[config.mk]
export PLATFORM = sky130hd
export DESIGN_NAME = regfile_write_unit
export DESIGN_NICKNAME = d
export VERILOG_FILES = /design/src/rtl/regfile_pkg.sv /design/src/rtl/regfile_write_unit_write_decoder.sv /design/src/rtl/regfile_write_unit.sv
export SDC_FILE = /design/constraint.sdc
export NUM_CORES = 1
export LEC_CHECK = 0
export ABC_CLOCK_PERIOD_IN_PS = 3300
export CAP_MARGIN = 20
export CORE_AREA = 2 2 254 256
export CTS_CLUSTER_DIAMETER = 120
export DETAILED_ROUTE_END_ITERATION = 10
export DIE_AREA = 0 0 256 258
export PLACE_DENSITY = 0.74
export SYNTH_ARGS = -nofsm -noshare
export SYNTH_HDL_FRONTEND = slang
export SYNTH_HIERARCHICAL = 1
export SYNTH_SLANG_ARGS = --single-unit
[constraint.sdc]
create_clock -name clk_i -period 3.3 [get_ports clk_i]
set_input_delay 0.66 -clock clk_i [delete_from_list [all_inputs] [get_ports clk_i]]
set_output_delay 0.66 -clock clk_i [all_outputs]
set_load 0.05 [all_outputs]
[src/rtl/regfile_pkg.sv]
// Shared register-file definitions for the write unit and the read-side mux users.
package regfile_pkg;
   localparam int NUM_REGS       = 16;
   localparam int ADDR_W         = 4;
   localparam int PC_IDX_DEFAULT = 15;
   localparam int DATA_W         = 32;

   typedef struct packed {
      logic [ADDR_W-1:0] addr;
      logic [DATA_W-1:0] data;
   } wr_req_t;
endpackage

[src/rtl/regfile_write_unit_write_decoder.sv]
// 4-to-16 one-hot decoder; all-zero output when disabled.
module write_decoder
   import regfile_pkg::*;
(
   input  logic                en,
   input  logic [ADDR_W-1:0]   addr,
   output logic [NUM_REGS-1:0] onehot
);
   always_comb begin
      onehot = '0;
      if (en) onehot[addr] = 1'b1;
   end
endmodule

[src/rtl/regfile_write_unit.sv]
// Register-bank write side: valid/ready write queue committing one entry per cycle,
// plus a dedicated PC load path that loses to a same-cycle queued commit.
module regfile_write_unit
   import regfile_pkg::*;
#(
   parameter int N      = DATA_W,
   parameter int DEPTH  = 2,
   parameter int PC_IDX = PC_IDX_DEFAULT
) (
   input  logic                  clk_i,
   input  logic                  rst_n_i,
   input  logic                  wr_valid_i,
   output logic                  wr_ready_o,
   input  logic [ADDR_W-1:0]     wr_addr_i,
   input  logic [N-1:0]          wr_data_i,
   input  logic                  pc_en_i,
   input  logic [N-1:0]          pc_next_i,
   output logic [NUM_REGS*N-1:0] regs_o,
   output logic [NUM_REGS-1:0]   pending_o,
   output logic                  commit_o,
   output logic [ADDR_W-1:0]     commit_addr_o
);
   localparam int PTR_W = (DEPTH > 1) ? $clog2(DEPTH) : 1;
   localparam int CNT_W = $clog2(DEPTH + 1);

   typedef struct packed {
      logic [ADDR_W-1:0] addr;
      logic [N-1:0]      data;
   } entry_t;

   entry_t               q_mem [DEPTH];
   logic [PTR_W-1:0]     head;
   logic [PTR_W-1:0]     tail;
   logic [CNT_W-1:0]     count;
   logic [N-1:0]         bank [NUM_REGS];
   logic                 push;
   logic                 commit_en;
   logic [NUM_REGS-1:0]  wr_en;
   logic [DEPTH-1:0]     pend_en;
   logic [NUM_REGS-1:0]  pend_oh [DEPTH];

   function automatic logic [PTR_W-1:0] ptr_inc(input logic [PTR_W-1:0] p);
      return (p == PTR_W'(DEPTH - 1)) ? '0 : p + 1'b1;
   endfunction

   assign wr_ready_o = rst_n_i && (count < CNT_W'(DEPTH));
   assign push       = wr_valid_i && wr_ready_o;
   assign commit_en  = (count != '0);

   write_decoder u_bank_dec (
      .en     (commit_en),
      .addr   (q_mem[head].addr),
      .onehot (wr_en)
   );

   // An entry is occupied when its distance from head is below the fill count.
   always_comb begin
      logic [PTR_W-1:0] offset;
      offset  = '0;
      pend_en = '0;
      for (int i = 0; i < DEPTH; i++) begin
         offset     = PTR_W'(i) - head;
         pend_en[i] = CNT_W'(offset) < count;
      end
   end

   for (genvar g = 0; g < DEPTH; g++) begin : g_pend
      write_decoder u_pend_dec (
         .en     (pend_en[g]),
         .addr   (q_mem[g].addr),
         .onehot (pend_oh[g])
      );
   end

   always_comb begin
      pending_o = '0;
      for (int i = 0; i < DEPTH; i++) pending_o = pending_o | pend_oh[i];
   end

   always_ff @(posedge clk_i) begin
      if (push) q_mem[tail] <= '{addr: wr_addr_i, data: wr_data_i};
   end

   always_ff @(posedge clk_i) begin
      if (!rst_n_i) begin
         head          <= '0;
         tail          <= '0;
         count         <= '0;
         commit_o      <= 1'b0;
         commit_addr_o <= '0;
         for (int k = 0; k < NUM_REGS; k++) bank[k] <= '0;
      end else begin
         if (push)      tail <= ptr_inc(tail);
         if (commit_en) head <= ptr_inc(head);
         if (push && !commit_en)      count <= count + 1'b1;
         else if (!push && commit_en) count <= count - 1'b1;
         commit_o <= commit_en;
         if (commit_en) commit_addr_o <= q_mem[head].addr;
         for (int k = 0; k < NUM_REGS; k++) begin
            if (wr_en[k])                      bank[k] <= q_mem[head].data;
            else if (k == PC_IDX && pc_en_i)   bank[k] <= pc_next_i;
         end
      end
   end

   for (genvar k = 0; k < NUM_REGS; k++) begin : g_regs
      assign regs_o[k*N +: N] = bank[k];
   end
endmodule

Word-level counts from Yosys, hierarchy flattened
Memory sizes are Yosys's and may differ from the RTL's. A register that Yosys moved wholly into a read port is not among the register bits.
Cells that the tools add are included.
{"block": "totals", "reg_bits": 9, "latchBits": 0, "ram_bits": 584, "romBits": 0, "in_bits": 72, "out_inout_bits": 534, "elab_cells": 138, "n_memories": 2}
{"memory": "bank", "depth": 16, "width": 32, "read_ports": 16, "rd_ports_with_merged_regs": 0, "wr": 16, "line_no": "regfile_write_unit.sv:35", "text": "logic [N-1:0] bank [NUM_REGS];"}
{"memory": "q_mem", "depth": 2, "width": 36, "read_ports": 3, "rd_ports_with_merged_regs": 1, "wr": 1, "line_no": "regfile_write_unit.sv:31", "text": "entry_t q_mem [DEPTH];"}
{"block": "classes", "add_sub_neg": 6, "mul": 0, "div": 0, "order_cmp": 9, "n_eq_ne": 0, "shift": 0, "muxes": 87, "n_bitwise": 18, "reduce_logical": 11}
{"operator": "32-bit two-way mux", "n": 17}
{"operator": "1-bit two-way mux", "n": 62}
{"operator": "16-bit two-way mux", "n": 3}
{"operator": "1-bit OR", "n": 17}
{"operator": "16-bit OR", "n": 1}
{"operator": "4-bit by 5-bit less-than comparator with 1-bit output (second input constant)", "n": 3}
{"operator": "1-bit demux with 4-bit select", "n": 3}
{"operator": "4-bit by 1-bit greater-or-equal comparator with 1-bit output (second input constant)", "n": 3}
{"operator": "1-bit logical AND", "n": 7}
{"operator": "1-bit by 2-bit less-than comparator with 1-bit output", "n": 2}
{"operator": "2-bit two-way mux", "n": 2}
{"operator": "2-bit nonzero test", "n": 2}
{"operator": "1-bit adder (second input constant)", "n": 2}
{"operator": "2-bit by 1-bit adder with 2-bit output (second input constant)", "n": 1}
{"operator": "1-bit zero test", "n": 2}
{"operator": "2-bit less-than comparator (second input constant)", "n": 1}
{"operator": "1-bit subtractor (first input constant)", "n": 2}
{"operator": "2-bit by 1-bit subtractor with 2-bit output (second input constant)", "n": 1}

Depth between registers and ports, before layout
{"block": "depth", "depth_word": 10, "mapped_depth": 10, "ltp_nobuf": 7}

Modules after synthesis
Netlist, hierarchy kept.
{"module": "regfile_write_unit", "n_inst": 1, "cells_each": 1196, "area_each_um2": 21637.0, "seq_area_each_um2": 17737.0}
{"module": "write_decoder at g_pend[0].u_pend_dec ...", "n_inst": 2, "cells_each": 23, "area_each_um2": 120.1, "seq_area_each_um2": 0.0}
{"module": "write_decoder at u_bank_dec", "n_inst": 1, "cells_each": 23, "area_each_um2": 117.6, "seq_area_each_um2": 0.0}

Worst setup path after synthesis
OpenSTA, ideal clock, no wires.
{"block": "synth_path", "kind": "input-to-reg", "start": "input port rst_n_i", "end": "memory q_mem[0][0] (netlist bit) (enable)", "setup_ns": 0.433, "arrival_time_ns": 3.120, "t_required_ns": 2.867, "path_slack_ns": -0.254, "path_stages": 4, "path_buffers": 1, "cell_sequence": "buf_2 and2b_1 and2_1 nor2b_1"}
{"block": "synth_via", "elab_chain_cells": 4}
{"item": "from (decl)", "line_no": "regfile_write_unit.sv:11", "text": "input logic rst_n_i,"}
{"item": "1-bit logical AND", "line_no": "regfile_write_unit.sv:46", "text": "assign wr_ready_o = rst_n_i && (count < CNT_W'(DEPTH));"}
{"item": "via wr_ready_o", "line_no": "regfile_write_unit.sv:13", "text": "output logic wr_ready_o,"}
{"item": "1-bit logical AND", "line_no": "regfile_write_unit.sv:47", "text": "assign push = wr_valid_i && wr_ready_o;"}
{"item": "via push", "line_no": "regfile_write_unit.sv:36", "text": "logic push;"}
{"item": "1-bit two-way mux", "line_no": "regfile_write_unit.sv:81", "text": "if (push) q_mem[tail] <= '{addr: wr_addr_i, data: wr_data_i};"}
{"item": "1-bit two-way mux (implied by the code)", "line_no": "regfile_write_unit.sv:81"}
{"item": "to (decl)", "line_no": "regfile_write_unit.sv:31"}
The timed path passes the listed nets, and every way through them passes these cells.

==> impl_metrics.toml <==
[outcome]
outcome = "complete, no violations"

[timing]
clock_skew_ns = 0.0162
min_period_ns = 3.17
hold_viol = 0
relSlewSlack = 0.337
tns_ns = 0
maxSlewViolCount = 0
rsz0062_at_grt = "no"
finalCritPeriodShare = 0.959
fmax_mhz = 316
worstMarginPinSlew_ns = 0.990
finalSetupViolCount = 0

[grt]
grtUsageMet2 = 0.328
grt_overflow = 0
track_usage = 0.189
use_met1 = 0.230
grt_pass1_vias = 13163
antenna_found_initial = 6
met3_usage = 0.0414
busiest_layer = "met2"
grt_max_degree = 37
grt_pass1_wl_um = 91600

[yosys]
syn_inst = 1265
synth_seq_cells = 594
synth_edf_count = 584
avgSynthCellArea_um2 = 17.4
synth_nets = 1338
syn-cell-area_um2 = 22000
synth_seq_area_share = 0.806
async_reset_ff_frac = 0
synth.distinct_cells = 34
ys.warnings.count = 6
synth_ff_type = "edfxtp_1"

[clocking]
cts_max_path_buffers = 3
htree_num_levels = 2
cts_buffers = 59
cts-root-buf = "clkbuf_16"
clock_latency_ns = 0.61
clkSinkCount = 594
path_clk_slew_ns = 0.06
cts_tree = "done"
post_cts_buffers = 0

[die]
pin_count = 606
row_count = 93
die_area_um2 = 66000
die_h_um = 258
core_um2 = 63600
chipWidth_um = 256
initial_utilization = 0.346

[drt]
vias_per_cell = 4.66
routedWlPerCell_um = 22.9
vias = 13096
drt_iter0_markers = 1040
postRouteAntennaNets = 0
dr.pass1.iters = 5
remaining_drc_errors = 0
wl_um = 64300

[finish]
nNetsFinal = 1981
final_common_cell = "clkdlybuf4s50_1"
n_fill_cell = 5274
layout-drive-gt1-share = 0.115
syn_to_final_growth_pct = 40.5
final_cell_mix = "clkdlybuf4s50_1, edfxtp_1, and2_1, clkbuf_16, buf_4"

[power]
p_leak_nw = 11.2
p_per_area_nw_per_um2 = 700
finalPower_mw = 21.6
ir_worst_vdd_v = 0.000487

[worst_setup_path]
worstPathArrival_ns = 2.51
rr_worst_depth = 4
start_kind = "flip-flop"
r2r-start = "q_mem[0][35]"
r2r-end = "bank[0][136]"
path_class = "flip-flop to output pin"
rrSetupSlack_ns = 0.67
cp_max_fo = 5
required_ns = 2.64
end_kind = "output pin"

[placement]
hpwl_um = 44800
gp_congestion = 0.834
portBuffers = 605

[hold_path]
min_path_cells = 2
hold_class = "flip-flop to flip-flop"
worstHoldStart = "commit_addr_o[2]"
min_to = "commit_addr_o[2]"

[job]
max-cap-violations = 0
-- power breakdown --
group | total, mW | leakage, nW | switching [mW] | internal [mW]
clock | 6.24 | 0.885 | 2.78 | 3.46
combinational | 5.84 | 4.31 | 4.21 | 1.64
sequential | 9.55 | 6.04 | 0.273 | 9.28
total | 21.6 | 11.2 | 7.26 | 14.4
-- critical path: stages, from the launching register on --
cell	delay (ns)
dfxtp_1	0.43
a21o_1	0.21
nand3b_1	0.19
nor2_1	0.16
or2_2	0.12
clkdlybuf4s50_1	0.80
-- sequential cells by signal (all words and copies together) (netlist names), named ones only --
signal / cells
bank: 512
commit_addr_o: 4
commit_o: 1
count: 2
head: 1
q_mem: 72
tail: 1
-- synthesized netlist by cell type, drive strengths merged, types with 4 or more instances --
| cell type | n | area, µm² |
|---|---|---|
| buf | 40 | 409 |
| o21ai | 38 | 190 |
| edfxtp | 584 | 17500 |
| nor2 | 45 | 176 |
| and2 | 326 | 2040 |
| nor2b | 33 | 272 |
| dfxtp | 10 | 200 |
| mux2i | 32 | 320 |
| mux2 | 4 | 45.0 |
| nand2b | 22 | 138 |
| nor3 | 12 | 75.1 |
| clkbuf | 40 | 150 |
| nand3b | 7 | 52.6 |
| nand2 | 35 | 131 |
| or2 | 16 | 100 |
-- through the flow --
| step | utilization | setup WS (ns) | instances | hold WS (ns) | cell area (µm²) |
|---|---|---|---|---|---|
| after floorplan | - | 0.430 | 1265 | 0.517 | 22000 |
| after global routing | 0.485 | 0.00285 | 2808 | 0.546 | 30900 |
| after detailed placement | 0.457 | 0.575 | 2702 | 0.509 | 29100 |
| final | 0.486 | 0.134 | 2812 | 0.535 | 30900 |
| after CTS | 0.485 | 0.0275 | 2808 | 0.515 | 30900 |
| after global placement | 0.457 | 0.593 | 2702 | 0.505 | 29100 |
-- routing by layer --
metal  up-vias  wire (µm)  part of all wire
met5         -          0                 0
li1       5790          -                 -
met1      6494      24700              0.38
met2       677      32600              0.51
met4         0       2270             0.035
met3       135       4810             0.075
-- repair_timing --
| action | 4_1_cts | 5_1_grt |
|---|---|---|
| endpoints found under the setup margin | 4 | 5 |
| resized for setup | 4 | 5 |
| hold buffers | 0 | 0 |
-- final cells by class --
type	count	area (µm²)	share of cell area
Antenna cell	4	10.0	0.000324
Clock buffer	71	1530	0.0495
Clock inverter	35	259	0.00838
Inverter	3	11.3	0.000364
Multi-Input combinational cell	588	3780	0.122
Sequential cell	594	17700	0.574
Tap cell	855	1070	0.0346
Timing Repair Buffer	662	6510	0.211
-- cell families (layout without fill, tap and decap cells) --
family | after synthesis | count (layout) | synth area share
AO/OA/AOI/OAI | 41 | 41 | 0.00967
XOR/XNOR | 4 | 4 | 0.00159
adder cells (fa/ha/maj) | 1 | 1 | 0.000569
buffers and inverters | 83 | 771 | 0.0259
flip-flops | 594 | 594 | 0.806
multiplexers | 36 | 36 | 0.0166
other | 0 | 4 | 0
AND/OR/NAND/NOR | 506 | 506 | 0.139
-- how the worst max path moves through the flow --
stage	endpoint	depth (start not counted)	start	slack, ns
final	pending_o[11]	5	count[0]	0.13
after floorplan	q_mem[0][0]	4	rst_n_i	0.43
after detailed placement	pending_o[3]	5	count[0]	0.57
after CTS	pending_o[4]	5	count[0]	0.03
after global placement	pending_o[0]	5	count[0]	0.59
after global routing	pending_o[15]	5	count[0]	0.003
Power figures use the tool's default switching activity.
